File: config.mk
export PLATFORM = sky130hd
export DESIGN_NAME = layer_sequencer
export DESIGN_NICKNAME = d
export VERILOG_FILES = /design/src/rtl/layer_sequencer.sv
export SDC_FILE = /design/constraint.sdc
export NUM_CORES = 1
export LEC_CHECK = 0
export ABC_AREA = 1
export ABC_CLOCK_PERIOD_IN_PS = 3000
export BUFFER_PORTS_ARGS = -buffer_cell sky130_fd_sc_hd__buf_2
export CAP_MARGIN = 20
export CORE_AREA = 2 2 606 608
export CTS_CLUSTER_DIAMETER = 40
export CTS_CLUSTER_SIZE = 28
export DETAILED_ROUTE_END_ITERATION = 8
export DIE_AREA = 0 0 608 610
export SYNTH_ARGS = -nofsm -noshare
export SYNTH_HDL_FRONTEND = slang
export SYNTH_SLANG_ARGS = --single-unit
File: constraint.sdc
create_clock -name clk -period 3 [get_ports clk]
set_input_delay 0.6 -clock clk [delete_from_list [all_inputs] [get_ports clk]]
set_output_delay 0.6 -clock clk [all_outputs]
set_load 0.02 [all_outputs]
File: src/rtl/layer_sequencer.sv
// rtl/layer_sequencer.sv - packs activations, fetches weights and time-multiplexes one neuron across a layer
module layer_sequencer #(
  parameter int INPUT_COUNT  = 62,
  parameter int NEURON_COUNT = 30,
  parameter int IDX_WIDTH    = 8
) (
  input  logic                      clk,
  input  logic                      rst_n,
  input  logic [1:0]                layer_ctrl,
  input  logic                      in_valid,
  input  logic [7:0]                in_data,
  output logic                      in_ready,
  output logic                      w_rd_en,
  output logic [IDX_WIDTH-1:0]      w_addr,
  input  logic [INPUT_COUNT*8+7:0]  w_data,
  output logic [INPUT_COUNT*8-1:0]  n_inputs,
  output logic [INPUT_COUNT*8-1:0]  n_weights,
  output logic [7:0]                n_bias,
  output logic [1:0]                n_ctrl_data,
  output logic                      n_start,
  input  logic                      n_ready,
  input  logic [7:0]                n_out,
  output logic                      out_valid,
  output logic [7:0]                out_data,
  output logic [IDX_WIDTH-1:0]      out_index,
  input  logic                      out_ready,
  output logic                      layer_done
);

  localparam int CNT_W = (INPUT_COUNT > 1) ? $clog2(INPUT_COUNT) : 1;
  localparam logic [CNT_W-1:0]     LAST_BYTE   = CNT_W'(INPUT_COUNT - 1);
  localparam logic [IDX_WIDTH-1:0] LAST_NEURON = IDX_WIDTH'(NEURON_COUNT - 1);

  typedef enum logic [2:0] {
    S_IDLE     = 3'd0,
    S_LOAD     = 3'd1,
    S_FETCH    = 3'd2,
    S_WAIT_MEM = 3'd3,
    S_START    = 3'd4,
    S_BLANK    = 3'd5,
    S_RUN      = 3'd6,
    S_EMIT     = 3'd7
  } state_t;

  state_t               state;
  logic [CNT_W-1:0]     byte_cnt;
  logic [IDX_WIDTH-1:0] idx;

  // Strobes are pure decodes of the state register, so they are glitch-free and one cycle wide
  always_comb begin
    in_ready    = (state == S_IDLE) || (state == S_LOAD);
    w_rd_en     = (state == S_FETCH);
    w_addr      = idx;
    n_start     = (state == S_START);
    n_ctrl_data = layer_ctrl;
  end

  // Main sequencer: byte packing, weight fetch, neuron handshake and result emission
  always_ff @(posedge clk or negedge rst_n) begin
    if (!rst_n) begin
      state      <= S_IDLE;
      byte_cnt   <= '0;
      idx        <= '0;
      n_inputs   <= '0;
      n_weights  <= '0;
      n_bias     <= '0;
      out_data   <= '0;
      out_index  <= '0;
      out_valid  <= 1'b0;
      layer_done <= 1'b0;
    end else begin
      layer_done <= 1'b0;
      case (state)
        S_IDLE: begin
          if (in_valid) begin
            n_inputs[7:0] <= in_data;
            if (INPUT_COUNT == 1) begin
              state <= S_FETCH;
            end else begin
              byte_cnt <= CNT_W'(1);
              state    <= S_LOAD;
            end
          end
        end
        S_LOAD: begin
          if (in_valid) begin
            n_inputs[{byte_cnt, 3'b000} +: 8] <= in_data;
            if (byte_cnt == LAST_BYTE) begin
              byte_cnt <= '0;
              state    <= S_FETCH;
            end else begin
              byte_cnt <= byte_cnt + CNT_W'(1);
            end
          end
        end
        S_FETCH: begin
          state <= S_WAIT_MEM;
        end
        S_WAIT_MEM: begin
          // Memory answers exactly one cycle after the read strobe
          n_weights <= w_data[INPUT_COUNT*8-1:0];
          n_bias    <= w_data[INPUT_COUNT*8 +: 8];
          state     <= S_START;
        end
        S_START: begin
          state <= S_BLANK;
        end
        S_BLANK: begin
          // The neuron may still show its stale ready here; it only drops after sampling start
          state <= S_RUN;
        end
        S_RUN: begin
          if (n_ready) begin
            out_data  <= n_out;
            out_index <= idx;
            out_valid <= 1'b1;
            state     <= S_EMIT;
          end
        end
        S_EMIT: begin
          if (out_ready) begin
            out_valid <= 1'b0;
            if (idx == LAST_NEURON) begin
              idx        <= '0;
              layer_done <= 1'b1;
              state      <= S_IDLE;
            end else begin
              idx   <= idx + IDX_WIDTH'(1);
              state <= S_FETCH;
            end
          end
        end
        default: state <= S_IDLE;
      endcase
    end
  end

endmodule

# [After elaboration in Yosys (flattened, before gate mapping)]
# Cells that the tools add are included.
[op_classes] addsub=3 reduce_logical=10 n_lt_le_gt_ge=0 div_mod_pow=0 n_mux=22 n_eq_ne=14 bitwise_logic=0 shifts=2 mul=0
[ops] operator="$bwmux W496" count=1
[ops] operator="$shift A8 B11 Y496 const A" count=1
[ops] operator="$shiftx A8 B11 Y496" count=1
[ops] operator="$mux W8" count=3
[ops] operator="$pmux W3 S8" count=1
[ops] operator="$mux W6" count=3
[ops] operator="$pmux W8 S2" count=1
[ops] operator="$mux W3" count=5
[ops] operator="$eq A3 B3 Y1 const B" count=4
[ops] operator="$pmux W6 S2" count=1
[ops] operator="$neg A9 Y11" count=1
[ops] operator="$add A8 B1 Y8 const B" count=1
[ops] operator="$eq A8 B5 Y1 const B" count=1
[ops] operator="$ne A2 B2 Y1 const B" count=4
[ops] operator="$add A6 B1 Y6 const B" count=1
[ops] operator="$eq A3 B2 Y1 const B" count=2
[ops] operator="$eq A6 B6 Y1 const B" count=1
[ops] operator="$reduce_and A2 Y1" count=3
[ops] operator="$reduce_and A3 Y1" count=2
[ops] operator="$mux W1" count=5
[ops] operator="$reduce_and A5 Y1" count=1
[ops] operator="$reduce_bool A2 Y1" count=2
[ops] operator="$eq A3 B1 Y1 const B" count=1
[ops] operator="$logic_not A3 Y1" count=1
[ops] operator="4 further kinds" count=4
[word_totals] romBits=0 regBits=1035 mem_bits_rw=0 mem_count=0 output_inout_bits=1031 in_bits=527 latch_bits=0

# [Logic depth before layout (Yosys ltp)]
# Gate-level depths: netlist of the first run.
[logic_depth] word_depth=5 depth_mapped=14 ltp_nobuf=12

# [Least setup slack after synthesis of the first run]
# Ideal clock, no wire load.
[synth_path] kind="flip-flop to flip-flop" start="reg byte_cnt[0]" end="reg n_inputs[448]" t_required_ns=2.882 path_stages_with_launch=11 setup_ns=0.118 arrival_ns=2.013 setup_slack_ns=0.869 path_cell_list="dfrtp_1 inv_2 ha_1 inv_1 nand2_1 inv_2 nand2_1 nor2_1 nand3_1 nand2_1 nand2_1"
[synth_between] elab_chain_cells=3 word_cells_on_any_way=4
[synth_lines] item="start, declared" line="46" text="logic [CNT_W-1:0] byte_cnt;"
[synth_lines] item="start signal, assigned" line="92" text="byte_cnt <= byte_cnt + CNT_W'(1);"
[synth_lines] item="$neg A9 Y11 *" line="87" text="n_inputs[{byte_cnt, 3'b000} +: 8] <= in_data;"
[synth_lines] item="$shiftx A8 B11 Y496 / $shift A8 B11 Y496 (equally long branches)" line="87"
[synth_lines] item="$bwmux W496 *" line="87"
[synth_lines] item="end signal, assigned by index" line="87"
[synth_lines] item="end, declared" line="16" text="output logic [INPUT_COUNT*8-1:0] n_inputs,"
# Mark *: on every way between the ends. The rest lies on a longest branch, timed or not.
# A chain may end at the register's enable or synchronous reset.

# [Worst setup path in the final report of the first run]
[layout_path] start="reg byte_cnt[3]" end="reg n_inputs[385]"
# The elaborated chain is that of the path after synthesis.

==> results of run 1 <==
## final timing paths
| path | startpoint | endpoint | slack (ns) | cells after the start |
|---|---|---|---|---|
| hold reg to reg | n_weights[399] | n_weights[399] | 0.46 | 2 |
| min in group asynchronous | rst_n | n_inputs[70] | 0.28 | 2 |
| hold / removal | w_data[473] | n_weights[473] | 0.07 | 3 |
| setup / recovery | byte_cnt[3] | n_inputs[385] | 0.21 | 10 |
| max in group asynchronous | rst_n | n_weights[494] | 1.55 | 3 |
| setup reg to reg | byte_cnt[3] | n_inputs[385] | 0.21 | 10 |
## stage by stage
stage	hold slack, ns	std cells	total power [mW]	util	TNS [ns]
final	0.0728	11700	70.2	0.183	0
after global routing	0.0227	11700	73.7	0.183	-0.0360
after CTS	0.00299	11600	71.5	0.183	0
after detailed placement	0.453	10800	46.4	0.151	0
after global placement	0.449	10800	46.2	0.151	0
after floorplan	0.304	4531	32.4	-	0
## critical path, stage by stage (launching register included)
cell and delay [ns]:
dfrtp_1 0.49, inv_2 0.14, nand2_1 0.07, nor2_2 0.14
nand2_4 0.11, nand2_4 0.32, nand2_2 0.10, buf_4 0.24
nor2_1 0.75, nand2_1 0.13, nand2_1 0.12
## power breakdown
group / internal [mW] / switching, mW / total, mW
combinational: 6.38 / 19.4 / 25.7
sequential: 18.0 / 2.52 / 20.5
clock: 15.3 / 8.66 / 24.0
total: 39.7 / 30.5 / 70.2
## flip-flops by register name (all words and copies together) (netlist names)
register    count
byte_cnt        6
layer_done      1
n_bias          8
n_inputs      496
n_weights     496
out_data        8
out_index       8
out_valid       1
state           3
w_addr          8
## per-layer routing
layer,track usage,part of all wire
met1,0.166,0.35
met2,0.277,0.50
met3,0.0472,0.083
met4,0.0819,0.063
met5,0,0.0010
## logic make-up after synthesis
| family | share of synthesized area |
|---|---|
| xor+xnor | 0.00148 |
| mux | 0.00277 |
| compound gates | 0.0403 |
| simple gates | 0.274 |
| flops | 0.637 |
| fa+ha+maj | 0.00185 |
| buf+inv | 0.0423 |
## layout by cell type (no fill, tap or decap), types with 8 or more instances in the layout
cell type	instances
nand2_2	20
clkbuf_1	10
nor3_1	13
mux2_2	10
clkbuf_8	13
dfrtp_1	1035
nand3_1	127
o21ai_1	181
a21oi_1	9
nand2_4	14
inv_2	11
nand3_2	9
bufinv_16	31
clkinv_4	15
nor2_1	78
clkbuf_16	198
clkinvlp_4	34
buf_2	1552
buf_4	129
inv_1	145
dlygate4sd3_1	443
nand4_1	73
inv_6	28
o21ai_0	131
clkinv_16	8
clkinv_2	23
diode_2	62
nor2_2	9
nor2_4	14
buf_12	28
nand2_1	2399
## final cells by class
cell class | instances | share of cell area
flip-flops and latches | 1035 | 0.388
repair buffers | 2153 | 0.206
multi-input cells | 3113 | 0.196
well taps | 4816 | 0.0904
clock buffers | 221 | 0.0776
clock inverters | 146 | 0.0302
inverters | 163 | 0.00929
diodes | 62 | 0.00233
## repair_timing
item / in CTS / in global routing
endpoints found under the hold margin: 468 / 0
hold buffers: 443 / 0
buffers inserted: 0 / 0
endpoints found under the setup margin: 0 / 20
resized for setup: 0 / 5
==> results.json, run 1 <==
{
  "max_clock_freq_mhz": 359,
  "areaGrowthSynthToFinish_pct": 64.1,
  "track_usage": 0.156,
  "cp-start-kind": "register",
  "cts_buffers": 197,
  "start_util": 0.112,
  "cts_root_buf": "clkbuf_16",
  "final_area_sq_mm": 0.0667,
  "min_path_type": "primary input to register",
  "die-area_sq_mm": 0.371,
  "clk_path_buf_depth": 4,
  "cts_tree": "built",
  "synthTopCellsByArea": "dfrtp_1, nand2_1, o21ai_1",
  "synth.most_common_cell": "nand2_1",
  "grt_max_degree": 124,
  "finClkSkew_ns": 0.0925,
  "core_area_sq_mm": 0.364,
  "powerDensity_mw_per_mm2": 1050,
  "setup_slack_ns": 0.212,
  "drive_above_1_share": 0.316,
  "finalSetupViolCount": 0,
  "finalNetCount": 7196,
  "slew_headroom": 0.372,
  "yosys_warnings": 0,
  "fin_crit_sh": 0.929,
  "clock_sinks": 1035,
  "placed_area_sq_mm": 0.0549,
  "clk_latency_ns": 0.89,
  "final_hold_viol_count": 0,
  "tightest_slew_ns": 0.939,
  "grt_antenna_before_repair": 183,
  "drv_slew": 0,
  "synthDominantCellAreaShare": 0.637,
  "status": "finished clean",
  "yosysUniqueCellTypes": 34,
  "syn_nets": 5064,
  "vias_per_cell": 3.53,
  "drtIter0Drc": 3423,
  "clk_pin_slew_ns": 0.05,
  "wl_microns": 300000,
  "syn_area_sq_mm": 0.0406,
  "cp-end-kind": "register",
  "critPathKind": "register to register",
  "synthCells": 4531,
  "irDropWorstVdd_mv": 0.716,
  "pre_cts_ws_ns": 0.199,
  "synthFlopType": "dfrtp_1",
  "grt_setup_unrepaired": "true",
  "rows": 222,
  "worst-endpoint-required_ns": 3.76,
  "htreeDepth": 4,
  "grt_pass1_vias": 40600,
  "n_fill_cell": 41000,
  "portBuffers": 1553,
  "synthTopCellsByCount": "nand2_1, dfrtp_1, o21ai_1",
  "grt_pass1_wl_microns": 391000,
  "num_io_pins": 1558,
  "dieWidth_microns": 608,
  "regArea_sq_mm": 0.0259,
  "drc": 0,
  "multi_input_area_sq_mm": 0.0131,
  "first_pass_iters": 5,
  "grt_overflow": 0,
  "gp_congestion": 1.01,
  "avgSynthCellArea_sq_um": 8.97,
  "p_leak_nw": 34.6,
  "synth_edf_count": 0,
  "vias": 41300,
  "post_drt_wl_per_cell_microns": 25.6,
  "crit_fanout": 16,
  "ys_seq_area_frac": 0.637,
  "period_minus_slack_ns": 2.79,
  "fp.dieH_microns": 610,
  "async_flop_share": 1.00,
  "dp_hpwl_microns": 252000,
  "maxCapViolCount": 0,
  "synth_seq_cells": 1035,
  "worst_ep_arrival_time_ns": 3.55,
  "detail-route-antenna-nets": 0,
  "yosysTopAreaCell": "dfrtp_1"
}
No activity file was read; power rests on OpenSTA's default activity.
==> run 2, diff against run 1 <==
--- a/config.mk
+++ b/config.mk
@@ -14,6 +14,8 @@
 export CTS_CLUSTER_SIZE = 28
 export DETAILED_ROUTE_END_ITERATION = 8
 export DIE_AREA = 0 0 608 610
+export MAX_ROUTING_LAYER = met4
+export REMOVE_ABC_BUFFERS = 1
 export SYNTH_ARGS = -nofsm -noshare
 export SYNTH_HDL_FRONTEND = slang
 export SYNTH_SLANG_ARGS = --single-unit
==> run 2 against run 1 <==
Net effect: total power up 1.8%; die area unchanged; clock power up 8%; highest routed layer is now met4; cell count up 1.3%; combinational power down 2%; clock-buffer cell count up 37; critical path depth unchanged; flip-flop and latch count unchanged.
==> results.json, run 2 (same netlist as run 1, synthesis figures left out) <==
{
  "grt_antenna_before_repair": 220,
  "cts_root_buf": "clkbuf_16",
  "grt_setup_unrepaired": "false",
  "finalNetCount": 7296,
  "clock_sinks": 1035,
  "rows": 222,
  "grt_pass1_vias": 41300,
  "worst-path-stages": 10,
  "cp-end-kind": "register",
  "gp_congestion": 0.988,
  "detail-route-antenna-nets": 0,
  "grt_overflow": 0,
  "placed_area_sq_mm": 0.0550,
  "drtIter0Drc": 3426,
  "dieWidth_microns": 608,
  "period_minus_slack_ns": 2.68,
  "start_util": 0.112,
  "post_drt_wl_per_cell_microns": 26.1,
  "r2r_cells": 10,
  "min_path_type": "primary input to register",
  "r2r_start": "byte_cnt[2]",
  "reg2reg_setup_slack_ns": 0.32,
  "tightest_slew_ns": 0.869,
  "finClkSkew_ns": 0.0924,
  "crit_fanout": 16,
  "worst-endpoint-required_ns": 3.73,
  "critPathKind": "register to register",
  "drc": 0,
  "clk_latency_ns": 0.89,
  "vias": 41700,
  "wl_microns": 309000,
  "crit_path_cell_trace": "nor2_2, nand2_2, inv_2, nand2_1, nand2_4, nand2_2, nor2_4, nand2_2, nand2_1, o21ai_1",
  "fp.dieH_microns": 610,
  "crit_path_max_incr_delay_ns": 0.43,
  "slowest_stage": "dfrtp_1",
  "final_cell_mix": "nand2_1, buf_2, dfrtp_1",
  "finalPower_mw": 71.5,
  "cp_num_buf_inv": 1,
  "maxCapViolCount": 0,
  "hold_ws_ns": 0.0907,
  "drv_slew": 0,
  "final_util": 0.187,
  "portBuffers": 1553,
  "irDropWorstVdd_mv": 0.673,
  "top_regs": "n_inputs x496, n_weights x496",
  "crit_end": "n_inputs[233]",
  "final_hold_viol_count": 0,
  "core_area_sq_mm": 0.364,
  "final_area_sq_mm": 0.0681,
  "dp_hpwl_microns": 258000,
  "die-area_sq_mm": 0.371,
  "track_usage": 0.166,
  "clk_path_buf_depth": 4,
  "status": "finished clean",
  "r2r-end": "n_inputs[233]",
  "cts_tree": "built",
  "cp_common_cell": "nand2_2",
  "cp-start-kind": "register",
  "drive_above_1_share": 0.318,
  "critPathTopFamily": "simple AND/OR/NAND/NOR gates",
  "worst_ep_arrival_time_ns": 3.41,
  "crit_start": "byte_cnt[2]",
  "htreeDepth": 4,
  "slew_headroom": 0.419,
  "num_io_pins": 1558,
  "final_common_cell": "nand2_1",
  "grt_pass1_wl_microns": 402000,
  "areaGrowthSynthToFinish_pct": 67.6,
  "vias_per_cell": 3.51,
  "grt_max_degree": 135,
  "finalSetupViolCount": 0,
  "p_leak_nw": 35.3,
  "max_clock_freq_mhz": 373,
  "powerDensity_mw_per_mm2": 1050,
  "clk_pin_slew_ns": 0.05,
  "fin_crit_sh": 0.893,
  "fin_cells": 11900,
  "placed_cells": 10900,
  "first_pass_iters": 6,
  "cts_buffers": 215
}
run 2: changes by cell type in the layout (fill, tap and decap cells not counted), moves of 4 or more:
cell           delta
dlygate4sd3_1    +58
diode_2          +33
buf_4            +26
clkbuf_16        +18
clkbuf_8         +14
inv_6             -8
clkinvlp_4        -6
clkbuf_1          +5
clkinv_4          +5
clkinv_2          +4
nand2_1           +4
nand2_2           -4
run 2: worst reg2reg max path: cells and delay by family (launching register included):
kind            cells  cell delay (ns)
compound gates      1             0.07
buf+inv             1             0.10
simple gates        8             1.94
flops               1             0.43
run 2: repair_timing:
action / 4_1_cts / 5_1_grt
gates resized for setup: 1 / 0
setup endpoints to repair: 9 / 29
buffers inserted: 4 / 2
hold buffers: 501 / 0
hold endpoints to repair: 690 / 0
pin swaps: 1 / 1
run 2: stage by stage:
| step | worst slack [ns] | TNS, ns |
|---|---|---|
| 6_report | 0.322 | 0 |
| 5_1_grt | 0.00384 | 0 |
| 4_1_cts | 0.00676 | 0 |
| 3_5_place_dp | -0.00272 | -0.00816 |
| 3_3_place_gp | 0.0266 | 0 |
| 2_1_floorplan | -33.86 | - |
run 2: layout make-up:
class | count | area [sq um]
Clock inverter | 141 | 1950
Timing Repair Buffer | 2235 | 14500
Sequential cell | 1035 | 25900
Antenna cell | 95 | 238
Clock buffer | 258 | 5830
Fill cell | 40900 | 296000
Multi-Input combinational cell | 3113 | 13100
Inverter | 163 | 619
Tap cell | 4816 | 6030
run 2: how the worst min path moves through the flow:
| stage | from | endpoint | slack (ns) | cells after the start |
|---|---|---|---|---|
| after floorplan | rst_n | byte_cnt[0] | 0.30 | 0 |
| after global placement | n_inputs[375] | n_inputs[375] | 0.45 | 2 |
| after detailed placement | n_weights[182] | n_weights[182] | 0.45 | 2 |
| after CTS | w_data[73] | n_weights[73] | 0.003 | 4 |
| after global routing | w_data[17] | n_weights[17] | 0.03 | 3 |
| final | w_data[73] | n_weights[73] | 0.09 | 4 |
run 2: per-layer routing:
metal  up-vias  global-route usage  share of wire
li1      18800                   -              -
met1     20200               0.163           0.34
met2      1951               0.307           0.53
met3       621              0.0494          0.079
met4         0              0.0624          0.047
met5         -                   -              0
run 2: report_power, final:
part | total (mW) | internal [mW] | switching (mW)
combinational | 25.3 | 6.52 | 18.8
clock | 25.9 | 16.7 | 9.20
sequential | 20.4 | 18.0 | 2.36
total | 71.5 | 41.2 | 30.3
